File: config.mk
export PLATFORM = sky130hd
export DESIGN_NAME = w_input_conditioner
export DESIGN_NICKNAME = d
export VERILOG_FILES = /design/src/rtl/w_input_conditioner.sv
export SDC_FILE = /design/constraint.sdc
export NUM_CORES = 1
export LEC_CHECK = 0
export ABC_AREA = 1
export CAP_MARGIN = 25
export CORE_AREA = 2 2 39 41
export CTS_CLUSTER_SIZE = 14
export DETAILED_ROUTE_END_ITERATION = 8
export DIE_AREA = 0 0 41 43
export GPL_TIMING_DRIVEN = 0
export MAX_ROUTING_LAYER = met4
export PLACE_DENSITY = 0.57
export REMOVE_ABC_BUFFERS = 1
export SETUP_SLACK_MARGIN = 0.15
export SKIP_LAST_GASP = 1
export SYNTH_ARGS = -nofsm -noshare
export SYNTH_HDL_FRONTEND = slang
export SYNTH_SLANG_ARGS = --single-unit
File: constraint.sdc
create_clock -name Clk -period 1.2 [get_ports Clk]
set_clock_uncertainty 0.2 [all_clocks]
set_input_delay 0.12 -clock Clk [delete_from_list [all_inputs] [get_ports Clk]]
set_output_delay 0.12 -clock Clk [all_outputs]
set_load 0.02 [all_outputs]
File: src/rtl/w_input_conditioner.sv
// ----------------------------------------------------------------------------
// w_input_conditioner
//
// Front end for the sequence-detector FSM. It takes an asynchronous raw input
// (a switch or a pin), brings it into the Clk domain with a two-flop
// synchroniser, and debounces it with a four-state FSM and a small saturating
// counter. The result is a glitch-free level W plus one-cycle edge pulses.
//
// Parameters
//   DEBOUNCE_CYCLES : consecutive identical synchronised samples needed before
//                     a level change is accepted (legal 2 .. 2**CNT_W-1).
//   CNT_W           : width of the debounce counter.
//
// Ports
//   Clk    in  : system clock, all state changes on the rising edge.
//   Reset  in  : synchronous, active-high reset.
//   RawIn  in  : asynchronous raw input.
//   W      out : debounced level, connects to the detector's w input.
//   WRise  out : one-cycle pulse in the first cycle of W=1.
//   WFall  out : one-cycle pulse in the first cycle of W=0.
//   Stable out : 1 when no level change is pending (FSM in LOW or HIGH).
// ----------------------------------------------------------------------------
module w_input_conditioner #(
  parameter int DEBOUNCE_CYCLES = 4,
  parameter int CNT_W           = 3
) (
  input  logic Clk,
  input  logic Reset,
  input  logic RawIn,
  output logic W,
  output logic WRise,
  output logic WFall,
  output logic Stable
);

  typedef enum logic [1:0] {
    ST_LOW    = 2'd0,
    ST_CHK_HI = 2'd1,
    ST_HIGH   = 2'd2,
    ST_CHK_LO = 2'd3
  } state_t;

  // The counter holds how many agreeing samples have been seen so far in a
  // check state. The change is accepted on the sample that would bring it to
  // DEBOUNCE_CYCLES, so it never has to hold more than DEBOUNCE_CYCLES-1.
  localparam logic [CNT_W-1:0] CNT_LAST = CNT_W'(DEBOUNCE_CYCLES - 1);
  localparam logic [CNT_W-1:0] CNT_ONE  = CNT_W'(1);
  localparam logic [CNT_W-1:0] CNT_ZERO = '0;

  // Synchroniser. Only s2_reg is allowed to feed the FSM; s1_reg may be
  // metastable and RawIn must never reach the logic combinationally.
  logic s1_reg;
  logic s2_reg;

  state_t           state_reg;
  state_t           state_next;
  logic [CNT_W-1:0] cnt_reg;
  logic [CNT_W-1:0] cnt_next;

  logic w_reg,      w_next;
  logic rise_reg,   rise_next;
  logic fall_reg,   fall_next;
  logic stable_reg, stable_next;

  // --------------------------------------------------------------------------
  // State register: synchroniser, FSM state, counter and registered outputs.
  // --------------------------------------------------------------------------
  always_ff @(posedge Clk) begin
    if (Reset) begin
      s1_reg     <= 1'b0;
      s2_reg     <= 1'b0;
      state_reg  <= ST_LOW;
      cnt_reg    <= CNT_ZERO;
      w_reg      <= 1'b0;
      rise_reg   <= 1'b0;
      fall_reg   <= 1'b0;
      stable_reg <= 1'b1;
    end else begin
      s1_reg     <= RawIn;
      s2_reg     <= s1_reg;
      state_reg  <= state_next;
      cnt_reg    <= cnt_next;
      w_reg      <= w_next;
      rise_reg   <= rise_next;
      fall_reg   <= fall_next;
      stable_reg <= stable_next;
    end
  end

  // --------------------------------------------------------------------------
  // Next-state logic.
  // Entering a check state loads the counter with 1 because the sample that
  // caused the transition already counts as the first agreeing sample.
  // --------------------------------------------------------------------------
  always_comb begin
    state_next = state_reg;
    cnt_next   = cnt_reg;
    unique case (state_reg)
      ST_LOW: begin
        if (s2_reg) begin
          state_next = ST_CHK_HI;
          cnt_next   = CNT_ONE;
        end else begin
          cnt_next   = CNT_ZERO;
        end
      end
      ST_CHK_HI: begin
        if (!s2_reg) begin
          // Sample disagreed: glitch rejected, back to the settled level.
          state_next = ST_LOW;
          cnt_next   = CNT_ZERO;
        end else if (cnt_reg == CNT_LAST) begin
          state_next = ST_HIGH;
          cnt_next   = CNT_ZERO;
        end else begin
          cnt_next   = cnt_reg + CNT_ONE;
        end
      end
      ST_HIGH: begin
        if (!s2_reg) begin
          state_next = ST_CHK_LO;
          cnt_next   = CNT_ONE;
        end else begin
          cnt_next   = CNT_ZERO;
        end
      end
      ST_CHK_LO: begin
        if (s2_reg) begin
          state_next = ST_HIGH;
          cnt_next   = CNT_ZERO;
        end else if (cnt_reg == CNT_LAST) begin
          state_next = ST_LOW;
          cnt_next   = CNT_ZERO;
        end else begin
          cnt_next   = cnt_reg + CNT_ONE;
        end
      end
      default: begin
        state_next = ST_LOW;
        cnt_next   = CNT_ZERO;
      end
    endcase
  end

  // --------------------------------------------------------------------------
  // Output logic, computed from the transition being taken so the registered
  // outputs change on the same edge the FSM settles. Returning to the old
  // level from a check state (CHK_HI->LOW, CHK_LO->HIGH) produces no pulse,
  // and only one of the two accepting transitions can fire per cycle, so the
  // pulses are mutually exclusive.
  // --------------------------------------------------------------------------
  always_comb begin
    w_next      = w_reg;
    rise_next   = 1'b0;
    fall_next   = 1'b0;
    stable_next = (state_next == ST_LOW) || (state_next == ST_HIGH);
    if ((state_reg == ST_CHK_HI) && (state_next == ST_HIGH)) begin
      w_next    = 1'b1;
      rise_next = 1'b1;
    end
    if ((state_reg == ST_CHK_LO) && (state_next == ST_LOW)) begin
      w_next    = 1'b0;
      fall_next = 1'b1;
    end
  end

  assign W      = w_reg;
  assign WRise  = rise_reg;
  assign WFall  = fall_reg;
  assign Stable = stable_reg;

endmodule

==> metrics.cfg, run 1 <==
[global_route]
grt_pass1_vias = 293
grtUsageTotal_pct = 9.006
antenna_found_initial = 0
grt_max_degree = 7
grt_overflow = 0
grt_first_pass_wirelength_um = 1021

[clock_tree]
root_buffer = clkbuf_4
hold_buffers = 0
clockBufferDepth = 2
cts_buffers = 3
htreeDepth = 1
cts_tree = built
insertion_delay_ns = 0.26
clkTransAtPathRegs_ns = 0.06
clock_sinks = 11

[finish]
seqCellArea_um2 = 225.2
finalNonFillerCells = 73
n_antenna_cell = 0
post-route-cell-area_um2 = 529.3
final_common_cell = nor2_1
nNetsFinal = 62
layout_common_cells = 12 x nor2_1, 7 x dfxtp_1, 6 x inv_1
fillerInstances = 154
drive_gt1_share_pct = 36.84
multi_input_area_um2 = 162.7
largest_reg_flops = 3
syn2layout_area_growth_pct = 36.89

[worst_setup_path]
max_stage_delay_ns = 0.34
cp-end-kind = flip-flop
crit_fanout = 6
rrSetupSlack_ns = 0.02
path_cells = ha_4 -> nand2_4 -> nor2_4 -> inv_2 -> nor2_2 -> nor2_1
worstSetupPathType = reg2reg
cp-start-kind = flip-flop
crit_slowest_cell = dfxtp_2
required_ns = 1.16
worstPathArrival_ns = 1.14

[place]
placedCellCount = 68
gp_congestion = 0.7183
place_ws_ns = -0.07687
port_buffers = 6
post-dp-hpwl_um = 435.5
dpl-instance-area_um2 = 466.7

[floorplanning]
chipHeight_um = 43
core-area_um2 = 1384
io_pins = 7
die_w_um = 41
die-area_um2 = 1763
start_util_pct = 27.94
rows = 14

[sta]
slew_violations = 0
worst_pin_slew_ns = 0.2067
timing.final.crit_share_pct = 98.42
rsz0062_at_grt = yes
hold_ws_ns = 0.1821
fin_ws_ns = 0.01897
fmax_mhz = 846.7
slew_headroom_pct = 86.17
setup_viol = 0
post-route-min-period_ns = 1.181
hold_viol_final = 0

[power]
combPwrFrac_pct = 3.7
irDropWorstVdd_v = 0.0005875
power_frac_seq_pct = 58.8
leakagePower_uw = 0.0002416
internal-power_uw = 511.4
cellPowerDensity_nw_per_um2 = 1206
power_uw = 638.3
p_sw_uw = 126.9
sw_frac_of_total_pct = 19.88
clockPowerShare_pct = 37.5

[synth]
syn_avg_cell_area_um2 = 8.405
ys_seq_area_share_pct = 56.96
synth.distinct_cells = 12
synth.largest_area_cell = dfxtp_1
syn_area_um2 = 386.6
synthCells = 46
yosysWarnings = 0
ys_ff_latch = 11
synth.area.top_cells = dfxtp_1 57%, nor2_1 13%, inv_1 6.8%
synth_top_cell_area_share_pct = 56.96

[drt]
wl_per_cell_um = 7.808
vias = 307
dr.pass1.iters = 2
drc_errors = 0
antenna_left = 0
drt_iter0_drc = 3
wl_um = 570
vias_per_cell = 4.205

[run_status]
status = finished clean

[job]
drv_cap = 0

[min_path]
hp-class = in2reg

-- worst max-delay path, delay by kind of cell (launching register included) --
family	cells	cell delay (ns)
simple gates	4	0.32
buf+inv	1	0.06
flops	1	0.34
fa+ha+maj	1	0.15
-- cells in the mapped netlist --
cell type / count
nor2_1: 13
dfxtp_1: 11
inv_1: 7
nand2_1: 6
nor2_2: 2
a21oi_1: 1
ha_1: 1
nand2_2: 1
nand3b_1: 1
nor2_4: 1
o21ai_0: 1
o21ai_2: 1
-- path summary, 6_finish.rpt --
kind / start / end / cells after the start
worst min-delay path: RawIn / s1_reg$_SDFF_PP0_ / 3
worst max-delay path: cnt_reg[1]$_SDFF_PP0_ / state_reg[1]$_SDFF_PP0_ / 6
worst min register to register: s1_reg$_SDFF_PP0_ / s2_reg$_SDFF_PP0_ / 2
worst max register to register: cnt_reg[1]$_SDFF_PP0_ / state_reg[1]$_SDFF_PP0_ / 6
-- power groups by stage --
| stage | Sequential, uW | Clock, uW | Combinational, uW |
|---|---|---|---|
| floorplan | 383 | 0 | 10.3 |
| global placement | 382 | 0 | 23.1 |
| detailed placement | 382 | 0 | 23.4 |
| CTS | 374 | 251 | 23.0 |
| global route | 376 | 287 | 27.1 |
| finish | 375 | 239 | 23.8 |
-- per-stage QoR --
| stage | util [%] | setup TNS, ns |
|---|---|---|
| 2_1_floorplan | - | 0 |
| 3_3_place_gp | 33.73 | -0.3585 |
| 3_5_place_dp | 33.73 | -0.4385 |
| 4_1_cts | 36.44 | -0.05068 |
| 5_1_grt | 38.25 | -0.1433 |
| 6_report | 38.25 | 0 |
-- kinds of logic (layout without fill, tap and decap cells) --
kind of cell | after synthesis | in the layout | synth area share, %
AND/OR/NAND/NOR | 24 | 24 | 28.16
flip-flops | 11 | 11 | 56.96
buffers and inverters | 7 | 18 | 6.797
AO/OA/AOI/OAI | 3 | 3 | 4.852
adder cells (fa/ha/maj) | 1 | 1 | 3.236
-- cell type report --
type	instances	area share (%)
Tap cell	16	3.783
Sequential cell	11	42.55
Clock buffer	4	4.965
Multi-Input combinational cell	28	30.73
Inverter	7	4.965
Timing Repair Buffer	7	13.00
-- per-layer routing --
| metal | part of all wire (%) | vias up | GRT usage (%) |
|---|---|---|---|
| met3 | 3.0 | 2 | 3.141 |
| met2 | 52 | 5 | 13.13 |
| met1 | 43 | 138 | 9.836 |
| met5 | 0 | - | - |
| met4 | 1.9 | 0 | 6.000 |
| li1 | - | 162 | - |
-- what timing repair did --
item / CTS / global route
resized for setup: 21 / 12
buffers inserted: 1 / 0
pin swaps: 3 / 1
setup endpoints to repair: 11 / 13
Note: power is estimated with default switching activity, not from simulation.
==> run 2, diff against run 1 <==
--- a/config.mk
+++ b/config.mk
@@ -14,9 +14,7 @@
 export GPL_TIMING_DRIVEN = 0
 export MAX_ROUTING_LAYER = met4
 export PLACE_DENSITY = 0.57
-export REMOVE_ABC_BUFFERS = 1
 export SETUP_SLACK_MARGIN = 0.15
-export SKIP_LAST_GASP = 1
 export SYNTH_ARGS = -nofsm -noshare
 export SYNTH_HDL_FRONTEND = slang
 export SYNTH_SLANG_ARGS = --single-unit
==> metrics.cfg, run 2 (same netlist as run 1, synthesis figures left out) <==
[sta]
rsz0062_at_grt = yes
slew_headroom_pct = 86.38  ; +0.21 points
timing.final.crit_share_pct = 98.87  ; +0.45 points
worst_pin_slew_ns = 0.2037  ; -0.003065 ns
post-route-min-period_ns = 1.186  ; +0.005443 ns
setup_viol = 0  ; unchanged
fmax_mhz = 842.8  ; -0.46%
slew_violations = 0  ; unchanged
hold_viol_final = 0  ; unchanged

[finish]
finalNonFillerCells = 72  ; -1.4%
n_antenna_cell = 0  ; unchanged
largest_reg_flops = 3  ; unchanged
layout_common_cells = 13 x nor2_1, 7 x dfxtp_1, 6 x inv_1, 6 x nand2_1
nNetsFinal = 61  ; -1.6%
post-route-cell-area_um2 = 529.3  ; unchanged
final_common_cell = nor2_1
syn2layout_area_growth_pct = 36.89  ; unchanged
drive_gt1_share_pct = 32.14  ; -4.7 points

[global_route]
grtUsageTotal_pct = 9.420  ; +0.41 points
grt_pass1_vias = 244  ; -17%
antenna_found_initial = 0  ; unchanged
grt_max_degree = 7  ; unchanged
grt_first_pass_wirelength_um = 993  ; -2.7%
grt_overflow = 0  ; unchanged

[worst_setup_path]
worstSetupPathType = reg2reg
cpMostUsedCell = nor2_1
cp_top_family = flip-flops
required_ns = 1.15  ; about the same
path_cells = ha_4 -> nand2_4 -> nor2_4 -> inv_2 -> nor2_1 -> nor2_1
cp-end-kind = flip-flop
crit_slowest_cell = dfxtp_2
worst-path-buf-inv = 1  ; unchanged
crit_fanout = 6  ; unchanged
cp-start-kind = flip-flop
worstPathArrival_ns = 1.14  ; about the same
max_stage_delay_ns = 0.35  ; about the same

[drt]
drt_iter0_drc = 3  ; unchanged
antenna_left = 0  ; unchanged
dr.pass1.iters = 4  ; +2
wl_um = 627  ; +10%
vias_per_cell = 4.250  ; +1.1%
wl_per_cell_um = 8.708  ; +12%
drc_errors = 0  ; unchanged
vias = 306  ; -0.33%

[power]
sw_frac_of_total_pct = 20.52  ; +0.65 points
combPwrFrac_pct = 4.3  ; +0.6 points
internal-power_uw = 511.1  ; about the same
cellPowerDensity_nw_per_um2 = 1215  ; +0.76%
irDropWorstVdd_v = 0.0005070  ; -14%
power_frac_seq_pct = 58.1  ; -0.7 points
p_sw_uw = 132.0  ; +4.0%
clockPowerShare_pct = 37.6  ; about the same
leakagePower_uw = 0.0002338  ; -3.2%
power_uw = 643.1  ; +0.76%

[synth]
synth.net_count = 50

[clock_tree]
htreeDepth = 1  ; unchanged
cts_tree = built
insertion_delay_ns = 0.26  ; about the same
cts_buffers = 3  ; unchanged
post-cts-setup-buffers = 0  ; -1
clkTransAtPathRegs_ns = 0.06  ; about the same
root_buffer = clkbuf_4
hold_buffers = 0  ; unchanged
clock_sinks = 11  ; unchanged
clockBufferDepth = 2  ; unchanged

[job]
drv_cap = 0  ; unchanged

[place]
placedCellCount = 68  ; unchanged
dpl-instance-area_um2 = 481.7  ; +3.2%
gp_congestion = 0.7828  ; +9.0%
port_buffers = 6  ; unchanged
post-dp-hpwl_um = 454.1  ; +4.3%

[run_status]
status = finished clean

[floorplanning]
die_w_um = 41  ; unchanged
start_util_pct = 27.94  ; unchanged
chipHeight_um = 43  ; unchanged
rows = 14  ; unchanged
io_pins = 7  ; unchanged
core-area_um2 = 1384  ; unchanged
die-area_um2 = 1763  ; unchanged

[min_path]
hp-class = in2reg

[run 2: area by class of cell]
class                           instances  area [um^2]
Fill cell                             148        854.6
Sequential cell                        11        227.7
Multi-Input combinational cell         28        175.2
Timing Repair Buffer                    6        53.80
Clock buffer                            4        26.28
Inverter                                7        26.28
Tap cell                               16        20.02
[run 2: worst register-to-register path, cell delays in order, from the launching register on]
cell and delay [ns]:
dfxtp_2 0.35, ha_4 0.14, nand2_4 0.05, nor2_4 0.15
inv_2 0.05, nor2_1 0.08, nor2_1 0.06
[run 2: stage by stage]
| step | setup WS (ns) | hold slack [ns] | utilization [%] | TNS [ns] |
|---|---|---|---|---|
| after floorplan | 0.07163 | -0.008824 | - | 0 |
| after detailed placement | -0.08869 | 0.2040 | 34.81 | -0.4843 |
| after global placement | -0.09097 | 0.1959 | 34.81 | -0.4992 |
| final | 0.01353 | 0.1722 | 38.25 | 0 |
| after CTS | 0.008424 | 0.1760 | 36.08 | 0 |
| after global routing | -0.04096 | 0.2016 | 38.25 | -0.07919 |
[run 2: layer usage]
layer | track usage (%) | part of all wire (%)
met2 | 10.63 | 45
met1 | 11.80 | 46
met3 | 3.141 | 5.6
met4 | 10.00 | 2.7
met5 | - | 0
[run 2: path summary, 6_finish.rpt]
kind                            depth (start not counted)  slack (ns)                       to                   from
worst max register to register                          6        0.01  state_reg[1]$_SDFF_PP0_  cnt_reg[0]$_SDFF_PP0_
worst min register to register                          2        0.21        s2_reg$_SDFF_PP0_      s1_reg$_SDFF_PP0_
worst min-delay path                                    3        0.17        s1_reg$_SDFF_PP0_                  RawIn
worst max-delay path                                    6        0.01  state_reg[1]$_SDFF_PP0_  cnt_reg[0]$_SDFF_PP0_
[run 2: power by group through the flow]
stage / sequential [uW] / clock, uW / combinational, uW
after CTS: 374 / 250 / 24.1
after floorplan: 383 / 0 / 10.4
after global placement: 383 / 0 / 23.5
after global routing: 374 / 269 / 30.3
after detailed placement: 383 / 0 / 23.9
final: 374 / 242 / 27.6
[run 2: timing repair]
action,4_1_cts,5_1_grt
endpoints found under the setup margin,11,13
endpoints found under the hold margin,0,0
gates cloned,0,0
pin swaps,2,5
resized for setup,16,12
